`src/rtl/alu_exec_unit_pkg.sv`:
```
// Shared definitions for the integer execute unit: ROB index width,
// data width, internal 6-bit opcode constants and the E2 result bundle.
package alu_exec_unit_pkg;

    localparam int ROB_INDEX_W = 4;
    localparam int DATA_W      = 32;

    localparam logic [5:0] OP_LUI   = 6'd1;
    localparam logic [5:0] OP_AUIPC = 6'd2;
    localparam logic [5:0] OP_JAL   = 6'd3;
    localparam logic [5:0] OP_JALR  = 6'd4;
    localparam logic [5:0] OP_BEQ   = 6'd5;
    localparam logic [5:0] OP_BNE   = 6'd6;
    localparam logic [5:0] OP_BLT   = 6'd7;
    localparam logic [5:0] OP_BGE   = 6'd8;
    localparam logic [5:0] OP_BLTU  = 6'd9;
    localparam logic [5:0] OP_BGEU  = 6'd10;
    localparam logic [5:0] OP_LB    = 6'd11;
    localparam logic [5:0] OP_LH    = 6'd12;
    localparam logic [5:0] OP_LW    = 6'd13;
    localparam logic [5:0] OP_LBU   = 6'd14;
    localparam logic [5:0] OP_LHU   = 6'd15;
    localparam logic [5:0] OP_SB    = 6'd16;
    localparam logic [5:0] OP_SH    = 6'd17;
    localparam logic [5:0] OP_SW    = 6'd18;
    localparam logic [5:0] OP_ADDI  = 6'd19;
    localparam logic [5:0] OP_SLTI  = 6'd20;
    localparam logic [5:0] OP_SLTIU = 6'd21;
    localparam logic [5:0] OP_XORI  = 6'd22;
    localparam logic [5:0] OP_ORI   = 6'd23;
    localparam logic [5:0] OP_ANDI  = 6'd24;
    localparam logic [5:0] OP_SLLI  = 6'd25;
    localparam logic [5:0] OP_SRLI  = 6'd26;
    localparam logic [5:0] OP_SRAI  = 6'd27;
    localparam logic [5:0] OP_ADD   = 6'd28;
    localparam logic [5:0] OP_SUB   = 6'd29;
    localparam logic [5:0] OP_SLL   = 6'd30;
    localparam logic [5:0] OP_SLT   = 6'd31;
    localparam logic [5:0] OP_SLTU  = 6'd32;
    localparam logic [5:0] OP_XOR   = 6'd33;
    localparam logic [5:0] OP_SRL   = 6'd34;
    localparam logic [5:0] OP_SRA   = 6'd35;
    localparam logic [5:0] OP_OR    = 6'd36;
    localparam logic [5:0] OP_AND   = 6'd37;

    typedef struct packed {
        logic [DATA_W-1:0] val;
        logic              jump;
        logic [DATA_W-1:0] target;
    } alu_res_t;

endpackage

```
`src/rtl/alu_exec_unit_core.sv`:
```
// Combinational E2 datapath: result value, taken flag and next PC
// from one decoded instruction held in the E1 registers.
module alu_exec_core
    import alu_exec_unit_pkg::*;
(
    input  logic [5:0]  op,
    input  logic [31:0] vj,
    input  logic [31:0] vk,
    input  logic [31:0] imm,
    input  logic [31:0] pc,
    output logic [31:0] val,
    output logic        jump,
    output logic [31:0] target
);

    logic signed [31:0] vj_s;
    logic signed [31:0] vk_s;
    logic signed [31:0] imm_s;
    logic        [31:0] pc_imm;
    logic        [31:0] pc_4;
    logic        [31:0] jalr_sum;

    assign vj_s     = vj;
    assign vk_s     = vk;
    assign imm_s    = imm;
    assign pc_imm   = pc + imm;
    assign pc_4     = pc + 32'd4;
    assign jalr_sum = vj + imm;

    // Decode and compute; anything unrecognised completes as a no-op result.
    always_comb begin
        logic is_br;
        logic taken;
        val    = '0;
        jump   = 1'b0;
        target = pc_4;
        is_br  = 1'b0;
        taken  = 1'b0;
        case (op)
            OP_LUI:   val = imm;
            OP_AUIPC: val = pc_imm;
            OP_JAL:   begin val = pc_4; jump = 1'b1; target = pc_imm; end
            OP_JALR:  begin val = pc_4; jump = 1'b1; target = {jalr_sum[31:1], 1'b0}; end
            OP_BEQ:   begin is_br = 1'b1; taken = (vj == vk);     end
            OP_BNE:   begin is_br = 1'b1; taken = (vj != vk);     end
            OP_BLT:   begin is_br = 1'b1; taken = (vj_s <  vk_s); end
            OP_BGE:   begin is_br = 1'b1; taken = (vj_s >= vk_s); end
            OP_BLTU:  begin is_br = 1'b1; taken = (vj <  vk);     end
            OP_BGEU:  begin is_br = 1'b1; taken = (vj >= vk);     end
            OP_ADDI:  val = vj + imm;
            OP_SLTI:  val = {31'd0, (vj_s < imm_s)};
            OP_SLTIU: val = {31'd0, (vj < imm)};
            OP_XORI:  val = vj ^ imm;
            OP_ORI:   val = vj | imm;
            OP_ANDI:  val = vj & imm;
            OP_SLLI:  val = vj << imm[4:0];
            OP_SRLI:  val = vj >> imm[4:0];
            OP_SRAI:  val = vj_s >>> imm[4:0];
            OP_ADD:   val = vj + vk;
            OP_SUB:   val = vj - vk;
            OP_SLL:   val = vj << vk[4:0];
            OP_SLT:   val = {31'd0, (vj_s < vk_s)};
            OP_SLTU:  val = {31'd0, (vj < vk)};
            OP_XOR:   val = vj ^ vk;
            OP_SRL:   val = vj >> vk[4:0];
            OP_SRA:   val = vj_s >>> vk[4:0];
            OP_OR:    val = vj | vk;
            OP_AND:   val = vj & vk;
            default:  val = '0;
        endcase
        if (is_br) begin
            jump = taken;
            if (taken) target = pc_imm;
        end
    end

endmodule

```
`src/rtl/alu_exec_unit.sv`:
```
// Two-stage RV32I execute unit: E1 captures the issued instruction,
// E2 computes and registers the one-cycle broadcast pulse.
module alu_exec_unit
    import alu_exec_unit_pkg::*;
#(
    parameter int ROB_W = ROB_INDEX_W
) (
    input  logic             clk,
    input  logic             rst,
    input  logic             rdy,
    input  logic             roll,
    input  logic             in_valid,
    input  logic [5:0]       in_op,
    input  logic [31:0]      in_vj,
    input  logic [31:0]      in_vk,
    input  logic [ROB_W-1:0] in_rob_idx,
    input  logic [31:0]      in_imm,
    input  logic [31:0]      in_pc,
    output logic             alu_flag,
    output logic [ROB_W-1:0] alu_rob_idx,
    output logic [31:0]      alu_val,
    output logic             alu_jump,
    output logic [31:0]      alu_target
);

    logic             flush;
    logic             vld_p1;
    logic [5:0]       op_p1;
    logic [31:0]      vj_p1;
    logic [31:0]      vk_p1;
    logic [31:0]      imm_p1;
    logic [31:0]      pc_p1;
    logic [ROB_W-1:0] rob_p1;
    alu_res_t         res_p1;

    // A misprediction flush behaves exactly like reset and overrides rdy.
    assign flush = rst | roll;

    // E1 valid: cleared by flush, frozen when rdy is low.
    always_ff @(posedge clk) begin
        if (flush)    vld_p1 <= 1'b0;
        else if (rdy) vld_p1 <= in_valid;
    end

    // E1 payload: captured only on an accepted issue; qualified by vld_p1.
    always_ff @(posedge clk) begin
        if (rdy && in_valid) begin
            op_p1  <= in_op;
            vj_p1  <= in_vj;
            vk_p1  <= in_vk;
            imm_p1 <= in_imm;
            pc_p1  <= in_pc;
            rob_p1 <= in_rob_idx;
        end
    end

    alu_exec_core u_core (
        .op     (op_p1),
        .vj     (vj_p1),
        .vk     (vk_p1),
        .imm    (imm_p1),
        .pc     (pc_p1),
        .val    (res_p1.val),
        .jump   (res_p1.jump),
        .target (res_p1.target)
    );

    // E2 broadcast registers: pulse follows vld_p1; payload holds between results.
    always_ff @(posedge clk) begin
        if (flush) begin
            alu_flag    <= 1'b0;
            alu_rob_idx <= '0;
            alu_val     <= '0;
            alu_jump    <= 1'b0;
            alu_target  <= '0;
        end else if (rdy) begin
            alu_flag <= vld_p1;
            if (vld_p1) begin
                alu_rob_idx <= rob_p1;
                alu_val     <= res_p1.val;
                alu_jump    <= res_p1.jump;
                alu_target  <= res_p1.target;
            end
        end
    end

endmodule

```
`config.mk`:
```
export PLATFORM = sky130hd
export DESIGN_NAME = alu_exec_unit
export DESIGN_NICKNAME = d
export VERILOG_FILES = /design/src/rtl/alu_exec_unit_pkg.sv /design/src/rtl/alu_exec_unit_core.sv /design/src/rtl/alu_exec_unit.sv
export SDC_FILE = /design/constraint.sdc
export NUM_CORES = 1
export LEC_CHECK = 0
export ABC_CLOCK_PERIOD_IN_PS = 13200
export CORE_AREA = 4 4 245 307
export CTS_BUF_LIST = sky130_fd_sc_hd__clkbuf_8
export DETAILED_ROUTE_END_ITERATION = 8
export DIE_AREA = 0 0 249 311
export GPL_TIMING_DRIVEN = 0
export RECOVER_POWER = 100
export REMOVE_ABC_BUFFERS = 1
export SLEW_MARGIN = 10
export SYNTH_ARGS = -nofsm -noshare
export SYNTH_HDL_FRONTEND = slang
export SYNTH_HIERARCHICAL = 1
export SYNTH_SLANG_ARGS = --single-unit
```
`constraint.sdc`:
```
create_clock -name clk -period 13.2 [get_ports clk]
set_clock_uncertainty 0.05 [all_clocks]
set_input_delay 1.98 -clock clk [delete_from_list [all_inputs] [get_ports clk]]
set_output_delay 1.98 -clock clk [all_outputs]
set_load 0.005 [all_outputs]
```
==> results.txt <==
Post-CTS Resized = 0
Hold_buf cts = 0
Layout cells sized above 1 = 8.33%
Peak supply drop = 0.0670 mV
Sequential cell area = 5570 um2
Post-DP HPWL = 95200 um
CP Launch Type = input port
Yosys top cell area share = 16.5%
CTS root buf = clkbuf_8
Vias = 26900
Number of synthesized flops with an enable pin = 138
Ys flop type = edfxtp_1
Core area = 72000 um2
Number of synthesized register bits = 209
CP Data Required Time = 13.42 ns
TritonCTS Buffers = 35
Clk_lat worst skew = 0.62 ns
CP max FO = 99
# fillers = 7393
Setup crit end kind = register
Compound-Gate Fraction of Synth Area = 29.1%
Final RePlAce weighted congestion = 1.04
Setup slack, reg-to-reg = 5.00 ns
Slew headroom = -211%
Area delta synth->final = 15.0%
Least-Margin Pin Slew = 4.67 ns
Mapped Cells = 3157
Drt wl/cell = 29.6 um
Htree depth = 2
Reg2Reg Depth = 17
Gr usage total = 30.3%
Adder-cell area share of the yosys netlist = 8.21%
Kind of critical path = input port to register
Mux contribution to synthesized area = 11.7%
Dominant cell type by area after synthesis = edfxtp_1
Final TNS setup = 0 ns
Drt drc = 0
Die area = 77400 um2
Area taken by multi-input logic gates = 18000 um2
Synth async-reset ratio = 0%
Met2 Use GR = 49.2%
Failing checks = max-capacitance violations, max-slew violations
Fmax = 0.106 GHz
Worst setup path end = vj_p1[1]
Io pins = 213
Drt total wl = 124000 um
FF-to-FF Start = vj_p1[0]
Vias in the first global route = 25500
NumNets Final = 3507
Worst hold path type = register to register
RSZ-0062 raised after global routing = false
Remaining antenna violation count = 0
Grt ovf = 0
Port bufs = 212
Starting DRT DRC Count = 3266
Core Rows = 110
Sequential area share after synthesis = 22.2%
Syn Area/Cell = 7.93 um2
DR pass1 iterations = 8
Initial antenna violation count = 11
Setup crit start = rdy
Maximum buffer depth of the clock tree = 3
Fin crit period = 9.44 ns
Post-CTS Setup Repair Bufs = 0
Mapped Area = 25000 um2
Initial Utilization = 34.8%
Worst-path clk slew = 0.07 ns
# setup viols final = 0
Pleak = 11.3 nW
Yosys Warn Count = 6
Via density = 6.44
Outcome = finished with violations
Synth Area in Simple Gates = 18.1%
Final Hold Vio Count = 0
Largest net degree at the start of global routing = 100
PwrDens = 86.9 nW/um2
Grt met3 use = 5.01%
First-pass GRT wire length = 178000 um
Routing usage on met1 = 37.3%
Fin crit share = 71.5%
Clock sinks = 209
Fin. max-slew vios = 244
Worst endpoint data arrival time = 9.66 ns
Chip height = 311 um
Max_cap viols = 6
TritonCTS clock tree = built
Die width = 249 um
Busiest grt layer = met2
Final core utilization = 40.0%
Final Total Pwr = 2.50 mW
Worst reg2reg endpoint = alu_target[25]
Combinational family with the most area after synthesis = compound AO/OA/AOI/OAI gates
XOR/XNOR Fraction of Synth Area = 4.30%
Synth cell types = 96
Ranking of synthesized cells by area = edfxtp_1 17%, ha_1 7.9%, mux2i_1 7.5%
[state kept, by name (all words and copies together) (netlist names), 4 cells and up]
name / flops
alu_target: 32
alu_val: 32
imm_p1: 32
pc_p1: 32
vj_p1: 32
vk_p1: 32
op_p1: 6
alu_rob_idx: 4
rob_p1: 4
[logic make-up (layout without fill, tap and decap cells)]
kind of cell,Yosys count,in the layout
compound gates,1074,1074
xor+xnor,123,123
fa+ha+maj,162,162
buf+inv,375,447
flops,209,209
mux,249,249
other cells,0,4
simple gates,965,965
[how the worst min path moves through the flow]
stage,startpoint,end,slack (ns),cells past startpoint
after global placement,alu_flag,alu_flag,0.43,2
final,alu_flag,alu_flag,0.44,2
after detailed placement,alu_flag,alu_flag,0.43,2
after CTS,alu_flag,alu_flag,0.45,2
after global routing,alu_flag,alu_flag,0.49,2
after floorplan,alu_flag,alu_flag,0.43,2
[metrics by stage]
step / instance area (um2) / worst slack (ns) / std cells / hold WS [ns]
after floorplan: 23900 / 7.50 / 2910 / 0.435
after global placement: 27200 / 0.857 / 4074 / 0.427
after detailed placement: 28100 / 6.80 / 4117 / 0.429
after CTS: 28900 / 6.76 / 4181 / 0.450
after global routing: 28800 / 3.16 / 4184 / 0.493
final: 28800 / 3.76 / 4185 / 0.440
[worst max-delay path, cell delays in order]
cell and delay (ns):
clkbuf_1 1.51, clkbuf_1 3.28, and2_0 1.89, buf_16 0.33
buf_16 0.31
[where the power goes]
| part | switching (mW) | total, mW | internal, mW |
|---|---|---|---|
| logic | 0.654 | 1.04 | 0.382 |
| clock network | 0.289 | 0.636 | 0.347 |
| registers | 0.0978 | 0.831 | 0.734 |
[cell type report]
cell class	instances	area share, %
antenna	4	0.0348
clock buffer	38	1.82
clock inverter	26	0.769
inverter	128	1.67
multi-input combinational	2573	62.6
sequential	209	19.3
tap	952	4.14
timing repair buffer	255	9.60
[per-layer routing]
layer / routed length [um] / share of wire, %
met1: 47800 / 39
met4: 10100 / 8.1
met2: 55800 / 45
met3: 10000 / 8.1
met5: 67 / 0.054
[cell usage in the layout, fill, tap and decap left out, types with 21 or more instances in the layout]
master and n:
clkbuf_8 38, a21oi_1 284, ha_1 158, dlygate4sd3_1 208
o221ai_1 22, edfxtp_1 138, mux2_2 28, a221oi_1 29
mux4_2 30, o21ai_0 192, nor3_1 60, mux2i_1 187
o21bai_1 27, nand2_1 292, nor4_1 23, a22oi_1 27
a21bo_1 31, o22ai_1 61, nand3_1 160, a31oi_1 29
a21o_1 29, a211oi_1 41, inv_1 140, xnor2_1 83
dfxtp_1 70, o2111ai_1 21, a21bo_2 41, nand2b_1 28
nand4_1 32, xor2_1 40, nor2_1 221, and3_1 23
o211ai_1 36, nor2b_1 32
[synth_stat cells (all sizes together) (36+ instances only)]
cell type,n
a21oi,306
nand2,298
nor2,228
o21ai,200
mux2i,189
nand3,162
clkbuf,160
ha,158
edfxtp,138
inv,128
buf,87
xnor2,83
a21bo,72
dfxtp,71
nor3,63
o22ai,61
a211oi,41
xor2,40
o211ai,36
(Power assumes the default switching activity.)
